### src/rtl/hps_param_loader_if.sv
// ---------------------------------------------------------------------------
// hps_param_loader_if
// Groups the three 32-bit HPS PIO words that carry the parameter-load
// handshake between the HPS (master) and hps_param_loader (slave).
//   pio_cmd    : HPS -> FPGA, [31] request toggle, [30] error-clear, [2:0] address
//   pio_data   : HPS -> FPGA, two's complement write data
//   pio_status : FPGA -> HPS, [31] ack toggle, [30] busy, [29] sticky error,
//                [28:16] zero, [15:0] commit count
// ---------------------------------------------------------------------------
interface hps_param_loader_if;
    logic [31:0] pio_cmd;
    logic [31:0] pio_data;
    logic [31:0] pio_status;

    modport master (
        output pio_cmd,
        output pio_data,
        input  pio_status
    );

    modport slave (
        input  pio_cmd,
        input  pio_data,
        output pio_status
    );
endinterface

### src/rtl/hps_param_loader.sv
// ---------------------------------------------------------------------------
// hps_param_loader
// Accepts Lorenz-integrator parameter / initial-condition writes from the HPS
// through a toggle request/acknowledge handshake. Writes land in shadow
// registers; a commit (address 7) copies all seven shadows into the active
// outputs on one edge and holds integ_restart high for HOLD_CYCLES cycles.
// Ports:
//   clk           : system clock (PIOs and integrator share it)
//   reset         : synchronous, active-low reset
//   bus           : PIO command/data/status words (slave side)
//   sigma..z0     : committed integrator values, signed 7.20 (DATA_W bits)
//   integ_restart : active-high restart pulse to the integrator
// ---------------------------------------------------------------------------
module hps_param_loader #(
    parameter int unsigned                DATA_W      = 27,
    parameter int unsigned                HOLD_CYCLES = 4,
    parameter logic signed [DATA_W-1:0]   SIGMA_RST   = 27'sd10485760,
    parameter logic signed [DATA_W-1:0]   RHO_RST     = 27'sd29360128,
    parameter logic signed [DATA_W-1:0]   BETA_RST    = 27'sd2796203,
    parameter logic signed [DATA_W-1:0]   DT_RST      = 27'sd4096,
    parameter logic signed [DATA_W-1:0]   X0_RST      = -27'sd1048576,
    parameter logic signed [DATA_W-1:0]   Y0_RST      = 27'sd104858,
    parameter logic signed [DATA_W-1:0]   Z0_RST      = 27'sd26214400
) (
    input  logic                      clk,
    input  logic                      reset,
    hps_param_loader_if.slave         bus,
    output logic signed [DATA_W-1:0]  sigma,
    output logic signed [DATA_W-1:0]  rho,
    output logic signed [DATA_W-1:0]  beta,
    output logic signed [DATA_W-1:0]  dt,
    output logic signed [DATA_W-1:0]  x0,
    output logic signed [DATA_W-1:0]  y0,
    output logic signed [DATA_W-1:0]  z0,
    output logic                      integ_restart
);

    localparam int unsigned NREG  = 7;
    // Bits [31:DATA_W-1] of the data word must all agree for a valid value.
    localparam int unsigned TOP_W = 33 - DATA_W;
    localparam int unsigned CNT_W = (HOLD_CYCLES > 1) ? $clog2(HOLD_CYCLES) : 1;
    localparam logic [CNT_W-1:0] HOLD_LAST = CNT_W'(HOLD_CYCLES - 1);
    localparam logic [2:0]       ADDR_COMMIT = 3'd7;

    typedef enum logic [1:0] {
        ST_IDLE   = 2'd0,
        ST_WRITE  = 2'd1,
        ST_COMMIT = 2'd2,
        ST_HOLD   = 2'd3
    } state_t;

    // Reset value of register slot idx (address map order).
    function automatic logic [DATA_W-1:0] rst_val(input int idx);
        logic [DATA_W-1:0] v;
        case (idx)
            0:       v = SIGMA_RST;
            1:       v = RHO_RST;
            2:       v = BETA_RST;
            3:       v = DT_RST;
            4:       v = X0_RST;
            5:       v = Y0_RST;
            6:       v = Z0_RST;
            default: v = {DATA_W{1'b0}};
        endcase
        return v;
    endfunction

    // True when the 32-bit word does not fit in DATA_W signed bits.
    function automatic logic word_ovf(input logic [31:0] w);
        logic [TOP_W-1:0] top;
        top = w[31:DATA_W-1];
        return !((&top) || !(|top));
    endfunction

    // Narrow the 32-bit word to DATA_W bits, clamping out-of-range values.
    function automatic logic [DATA_W-1:0] word_sat(input logic [31:0] w);
        logic [DATA_W-1:0] v;
        if (word_ovf(w)) begin
            if (w[31]) begin
                v = {1'b1, {(DATA_W-1){1'b0}}};
            end else begin
                v = {1'b0, {(DATA_W-1){1'b1}}};
            end
        end else begin
            v = w[DATA_W-1:0];
        end
        return v;
    endfunction

    state_t             state_q,    state_d;
    logic [CNT_W-1:0]   hold_cnt_q, hold_cnt_d;
    logic               ack_q,      ack_d;
    logic               err_q,      err_d;
    logic [15:0]        count_q,    count_d;
    logic               restart_q,  restart_d;
    logic [DATA_W-1:0]  shadow_q [NREG];
    logic [DATA_W-1:0]  shadow_d [NREG];
    logic [DATA_W-1:0]  active_q [NREG];
    logic [DATA_W-1:0]  active_d [NREG];

    logic               pending_s;
    logic               clr_s;
    logic [2:0]         addr_s;
    logic               busy_s;
    logic               unused_s;

    assign pending_s = (bus.pio_cmd[31] != ack_q);
    assign clr_s     = bus.pio_cmd[30];
    assign addr_s    = bus.pio_cmd[2:0];
    assign busy_s    = (state_q != ST_IDLE);
    assign unused_s  = ^bus.pio_cmd[29:3];

    // Next-state, handshake, shadow and active register updates.
    always_comb begin
        state_d    = state_q;
        hold_cnt_d = hold_cnt_q;
        ack_d      = ack_q;
        err_d      = err_q;
        count_d    = count_q;
        restart_d  = restart_q;
        shadow_d   = shadow_q;
        active_d   = active_q;

        case (state_q)
            ST_IDLE: begin
                if (pending_s) begin
                    if (addr_s == ADDR_COMMIT) begin
                        state_d = ST_COMMIT;
                    end else begin
                        state_d = ST_WRITE;
                    end
                end else begin
                    state_d = ST_IDLE;
                end
            end
            ST_WRITE: begin
                for (int i = 0; i < NREG; i++) begin
                    if (addr_s == 3'(i)) begin
                        shadow_d[i] = word_sat(bus.pio_data);
                    end else begin
                        shadow_d[i] = shadow_q[i];
                    end
                end
                // Saturation sets the error even when the same request clears it.
                err_d   = word_ovf(bus.pio_data) | (err_q & ~clr_s);
                ack_d   = ~ack_q;
                state_d = ST_IDLE;
            end
            ST_COMMIT: begin
                active_d   = shadow_q;
                restart_d  = 1'b1;
                count_d    = count_q + 16'd1;
                err_d      = err_q & ~clr_s;
                hold_cnt_d = {CNT_W{1'b0}};
                state_d    = ST_HOLD;
            end
            ST_HOLD: begin
                if (hold_cnt_q == HOLD_LAST) begin
                    restart_d  = 1'b0;
                    ack_d      = ~ack_q;
                    hold_cnt_d = {CNT_W{1'b0}};
                    state_d    = ST_IDLE;
                end else begin
                    hold_cnt_d = hold_cnt_q + {{(CNT_W-1){1'b0}}, 1'b1};
                    state_d    = ST_HOLD;
                end
            end
            default: begin
                state_d = ST_IDLE;
            end
        endcase
    end

    // State and data registers with synchronous active-low reset.
    always_ff @(posedge clk) begin
        if (!reset) begin
            state_q    <= ST_IDLE;
            hold_cnt_q <= {CNT_W{1'b0}};
            ack_q      <= 1'b0;
            err_q      <= 1'b0;
            count_q    <= 16'd0;
            restart_q  <= 1'b0;
            for (int i = 0; i < NREG; i++) begin
                shadow_q[i] <= rst_val(i);
                active_q[i] <= rst_val(i);
            end
        end else begin
            state_q    <= state_d;
            hold_cnt_q <= hold_cnt_d;
            ack_q      <= ack_d;
            err_q      <= err_d;
            count_q    <= count_d;
            restart_q  <= restart_d;
            shadow_q   <= shadow_d;
            active_q   <= active_d;
        end
    end

    assign bus.pio_status = {ack_q, busy_s, err_q, 13'd0, count_q};
    assign sigma          = active_q[0];
    assign rho            = active_q[1];
    assign beta           = active_q[2];
    assign dt             = active_q[3];
    assign x0             = active_q[4];
    assign y0             = active_q[5];
    assign z0             = active_q[6];
    assign integ_restart  = restart_q;

endmodule
### src/flat_wrapper.sv
// flat-port wrapper written by rule: the top's interface ports become plain ports
module hps_param_loader_flat 
#(
    parameter int unsigned                DATA_W      = 27,
    parameter int unsigned                HOLD_CYCLES = 4,
    parameter logic signed [DATA_W-1:0]   SIGMA_RST   = 27'sd10485760,
    parameter logic signed [DATA_W-1:0]   RHO_RST     = 27'sd29360128,
    parameter logic signed [DATA_W-1:0]   BETA_RST    = 27'sd2796203,
    parameter logic signed [DATA_W-1:0]   DT_RST      = 27'sd4096,
    parameter logic signed [DATA_W-1:0]   X0_RST      = -27'sd1048576,
    parameter logic signed [DATA_W-1:0]   Y0_RST      = 27'sd104858,
    parameter logic signed [DATA_W-1:0]   Z0_RST      = 27'sd26214400
)
  (clk, reset, sigma, rho, beta, dt, x0, y0, z0, integ_restart, bus_pio_cmd, bus_pio_data, bus_pio_status);
  hps_param_loader_if bus_i ();
  input  logic clk;
  input  logic reset;
  output logic signed [DATA_W-1:0] sigma;
  output logic signed [DATA_W-1:0] rho;
  output logic signed [DATA_W-1:0] beta;
  output logic signed [DATA_W-1:0] dt;
  output logic signed [DATA_W-1:0] x0;
  output logic signed [DATA_W-1:0] y0;
  output logic signed [DATA_W-1:0] z0;
  output logic integ_restart;
  input wire logic [$bits(bus_i.pio_cmd)-1:0] bus_pio_cmd;
  input wire logic [$bits(bus_i.pio_data)-1:0] bus_pio_data;
  output wire logic [$bits(bus_i.pio_status)-1:0] bus_pio_status;
  assign bus_i.pio_cmd = bus_pio_cmd;
  assign bus_i.pio_data = bus_pio_data;
  assign bus_pio_status = bus_i.pio_status;
  hps_param_loader #(.DATA_W(DATA_W), .HOLD_CYCLES(HOLD_CYCLES), .SIGMA_RST(SIGMA_RST), .RHO_RST(RHO_RST), .BETA_RST(BETA_RST), .DT_RST(DT_RST), .X0_RST(X0_RST), .Y0_RST(Y0_RST), .Z0_RST(Z0_RST)) u_core (.clk(clk), .reset(reset), .bus(bus_i), .sigma(sigma), .rho(rho), .beta(beta), .dt(dt), .x0(x0), .y0(y0), .z0(z0), .integ_restart(integ_restart));
endmodule
### config.mk
export PLATFORM = sky130hd
export DESIGN_NAME = hps_param_loader_flat
export DESIGN_NICKNAME = d
export VERILOG_FILES = /design/src/rtl/hps_param_loader_if.sv /design/src/rtl/hps_param_loader.sv /design/src/flat_wrapper.sv
export SDC_FILE = /design/constraint.sdc
export NUM_CORES = 1
export LEC_CHECK = 0
export CORE_AREA = 2 2 194 139
export CTS_BUF_LIST = sky130_fd_sc_hd__clkbuf_4 sky130_fd_sc_hd__clkbuf_8 sky130_fd_sc_hd__clkbuf_16
export CTS_CLUSTER_SIZE = 20
export DETAILED_ROUTE_END_ITERATION = 12
export DIE_AREA = 0 0 196 141
export PLACE_DENSITY = 0.84
export SETUP_SLACK_MARGIN = 0.3
export SYNTH_ARGS = -nofsm -noshare
export SYNTH_HDL_FRONTEND = slang
export SYNTH_SLANG_ARGS = --single-unit
### constraint.sdc
create_clock -name clk -period 3.89 [get_ports clk]
set_clock_uncertainty 0.1 [all_clocks]
set_input_delay 0.389 -clock clk [delete_from_list [all_inputs] [get_ports clk]]
set_output_delay 0.389 -clock clk [all_outputs]
set_load 0.01 [all_outputs]
==> impl_results.md <==
- Area of the mapped netlist: approximately 14000 um^2
- Grt total ovfl: 0
- Met3 Wirelength: around 3900 um
- Max-slew violation count: 0
- Lkg Pwr: about 6.2 nW
- RR Startpoint: u_core.state_q[1]
- Largest net degree at the start of global routing: 79
- Core area: 26000 um^2
- Slowest cell on the critical path: nand3_1
- FFs w/ async S/R, synth: 0%
- Clock Latency Late Sink: around 0.52 ns
- CP peak stage delay: about 0.78 ns
- Maximum clock frequency: 347 MHz
- Post-synthesis sequential area ratio: approximately 57%
- Final worst slack: around 1.0 ns
- Max-cap viol count: 0
- Die width: around 200 um
- Yosys top cell by area: dfxtp_1
- Worst VDD drop: approximately 320 uV
- Post-layout nets: 1706
- Total power: 8.41 mW
- Top-count cell post-synth: dfxtp_1
- Iter 0 DRT Violations: between 700 and 800
- Total number of H-tree levels: 2
- DR vias: 11200
- Ys flop type: dfxtp_1
- Status: completed
- Cts hold-fix bufs: 0
- Row count: 50
- Synth Area in Compound Gates: a little over a tenth
- Synth Area in XOR/XNOR: less than 1%
- Part of the cycle the worst path needs: about three quarters
- Root Driver: clkbuf_16
- Slew headroom: approximately 16%
- Post-synthesis cell count: around 1400
- Post-Synth Simple-Gate Area: about an eighth
- Final setup viols: 0
- First-pass DRT Iterations: 7
- Drt total wl: 39900 um
- Synth Area in Adders: less than 1%
- Synth warn: 0
- Routed length on met2: 17900 um
- Area share of the largest cell type after synthesis: 57.4%
- Synth Register Bits: between 400 and 500
- Critical-path cell list: inv_1 -> ha_1 -> nor2b_2 -> nand3_1 -> o21ai_0
- Cts repair resizes: 0
- Ranking of synthesized cells by area: dfxtp_1 57%, mux2i_1 14%, o21ai_0 5.9%
- Tmin final: around 2.9 ns
- Largest family of logic cells by synthesized area: multiplexers
- Hold WC Path Type: input port to register
- Initial antenna violation count: 1
- Post-DP Area: ~17000 um^2
- IO Count: 288
- Hold Vio Cnt, Final: 0
- GRT Total Usage: approximately 28%
- Starting Density: a little over half
- Avg Inst Size Synth: between 9 and 10 um^2
- Vias/cell: approximately 5.6
- HPWL Detailed: ~26000 um
- Synth cell types: 39
- Critical Path Start Type: register
- Crit. End Element: register
- EDFF count, synth: 0
- Crit Path Max Fanout: 24
- Final ANT Viol Nets: 0
- Setup Crit Path Kind: register to register
- Vias in the first global route: between 10000 and 15000
- Sum Neg Setup Slack: 0 ns
- Dpl ws: roughly 0.84 ns
- Clock slew at reported path FFs: 0.06 ns
- First-pass GRT wire length: ~60000 um
- CTS buffer count: 37
- Design Area, Final: between 15000 and 20000 um^2
- PD cells: around 470 nW/um^2
- Post-CTS Setup Bufs: 0
- Wire length per cell: around 20 um
- DR top layer: met4
- RSZ-0062 raised after global routing: no
- Buffers on Ports: about 250
- CP arrival: about 3.2 ns
- # clock sinks: roughly 400
- Area growth, synth to finish: 27.8%
- Hold_sp: reset
- Die Y: roughly 140 um
- Req. time, crit path: between 4 and 5 ns
- Multiplexer share of the synthesized area: 13.9%
- Hold Slack: roughly 0.24 ns
- Routability Congestion: 0.843
- Synth cell count leaders: 401 x dfxtp_1, 194 x mux2i_1, 174 x nor2_1
- CTS max path bufs: 3
- Number of remaining DRC errors: 0
- Share of cells above drive strength 1: 7.04%
- CTS tree: built
- Met1 WL: approximately 17000 um
- Worst-margin pin slew: about 1.3 ns
- Die area: about 28000 um^2
- Crit. Startpoint: u_core.state_q[1]
[final cells by class]
cell class              instances  area [um^2]
inverters                       6         27.5
fillers                      1961         8170
clock buffers                  51         1110
repair buffers                266         2640
clock inverters                16          190
flip-flops and latches        401         8030
well taps                     338          423
diodes                          5         12.5
multi-input cells             922         5430
[sequential cells by signal, summed over array words and instances, names as in the netlist]
register,cells
u_core.ack_q,1
u_core.x0,27
u_core.beta,27
u_core.err_q,1
u_core.y0,27
u_core.state_q,2
u_core.count_q,16
u_core.rho,27
u_core.hold_cnt_q,2
u_core.dt,27
u_core.shadow_q,189
u_core.integ_restart,1
u_core.sigma,27
u_core.z0,27
[logic make-up after synthesis]
kind of cell,Yosys count
simple gates,427
other cells,1
buf+inv,120
flops,401
fa+ha+maj,6
mux,194
compound gates,270
xor+xnor,12
[through the flow]
step | util [%] | cells
2_1_floorplan | - | 1443
3_3_place_gp | 63.6 | 1933
3_5_place_dp | 63.6 | 1933
4_1_cts | 68.6 | 2000
5_1_grt | 68.6 | 2000
6_report | 68.6 | 2005
[routing by layer]
metal / vias to the layer above / GRT usage, %
li1: 5245 / -
met2: 458 / 44.0
met1: 5400 / 37.9
met4: 0 / 9.41
met5: - / 0
met3: 72 / 7.73
[final timing paths]
kind	slack (ns)	cells after the start	endpoint
setup reg to reg	1.01	5	u_core.shadow_q[165]
setup / recovery	1.01	5	u_core.shadow_q[165]
hold / removal	0.24	3	u_core.count_q[10]
hold reg to reg	0.35	2	u_core.shadow_q[94]
[worst max-delay path: cells and delay by family, from the launching register on]
family	cells	cell delay (ns)
AO/OA/AOI/OAI	1	0.46
adder cells (fa/ha/maj)	1	0.41
buffers and inverters	1	0.09
flip-flops	1	0.35
AND/OR/NAND/NOR	2	1.38
[cells in the final DEF, fill, tap and decap left out, types with 5 or more instances in the layout]
master / instances
nand4_1: 8
conb_1: 13
clkinv_2: 9
nor2_1: 174
clkbuf_8: 7
nand2_1: 157
inv_1: 5
o21ai_1: 32
nand3_1: 66
a21oi_1: 46
clkbuf_16: 39
o21ai_2: 21
diode_2: 5
o21ai_0: 160
ha_1: 5
dfxtp_1: 401
clkdlybuf4s50_1: 246
mux2i_1: 194
buf_4: 18
xnor2_1: 6
clkbuf_4: 5
xor2_1: 6
[where the power goes]
part / internal, mW / leakage, nW / switching (mW)
Clock: 2.27 / 0.655 / 1.55
Combinational: 0.121 / 2.29 / 0.301
Sequential: 4.14 / 3.23 / 0.0226
Total: 6.54 / 6.18 / 1.87
Note: power is estimated with default switching activity, not from simulation.
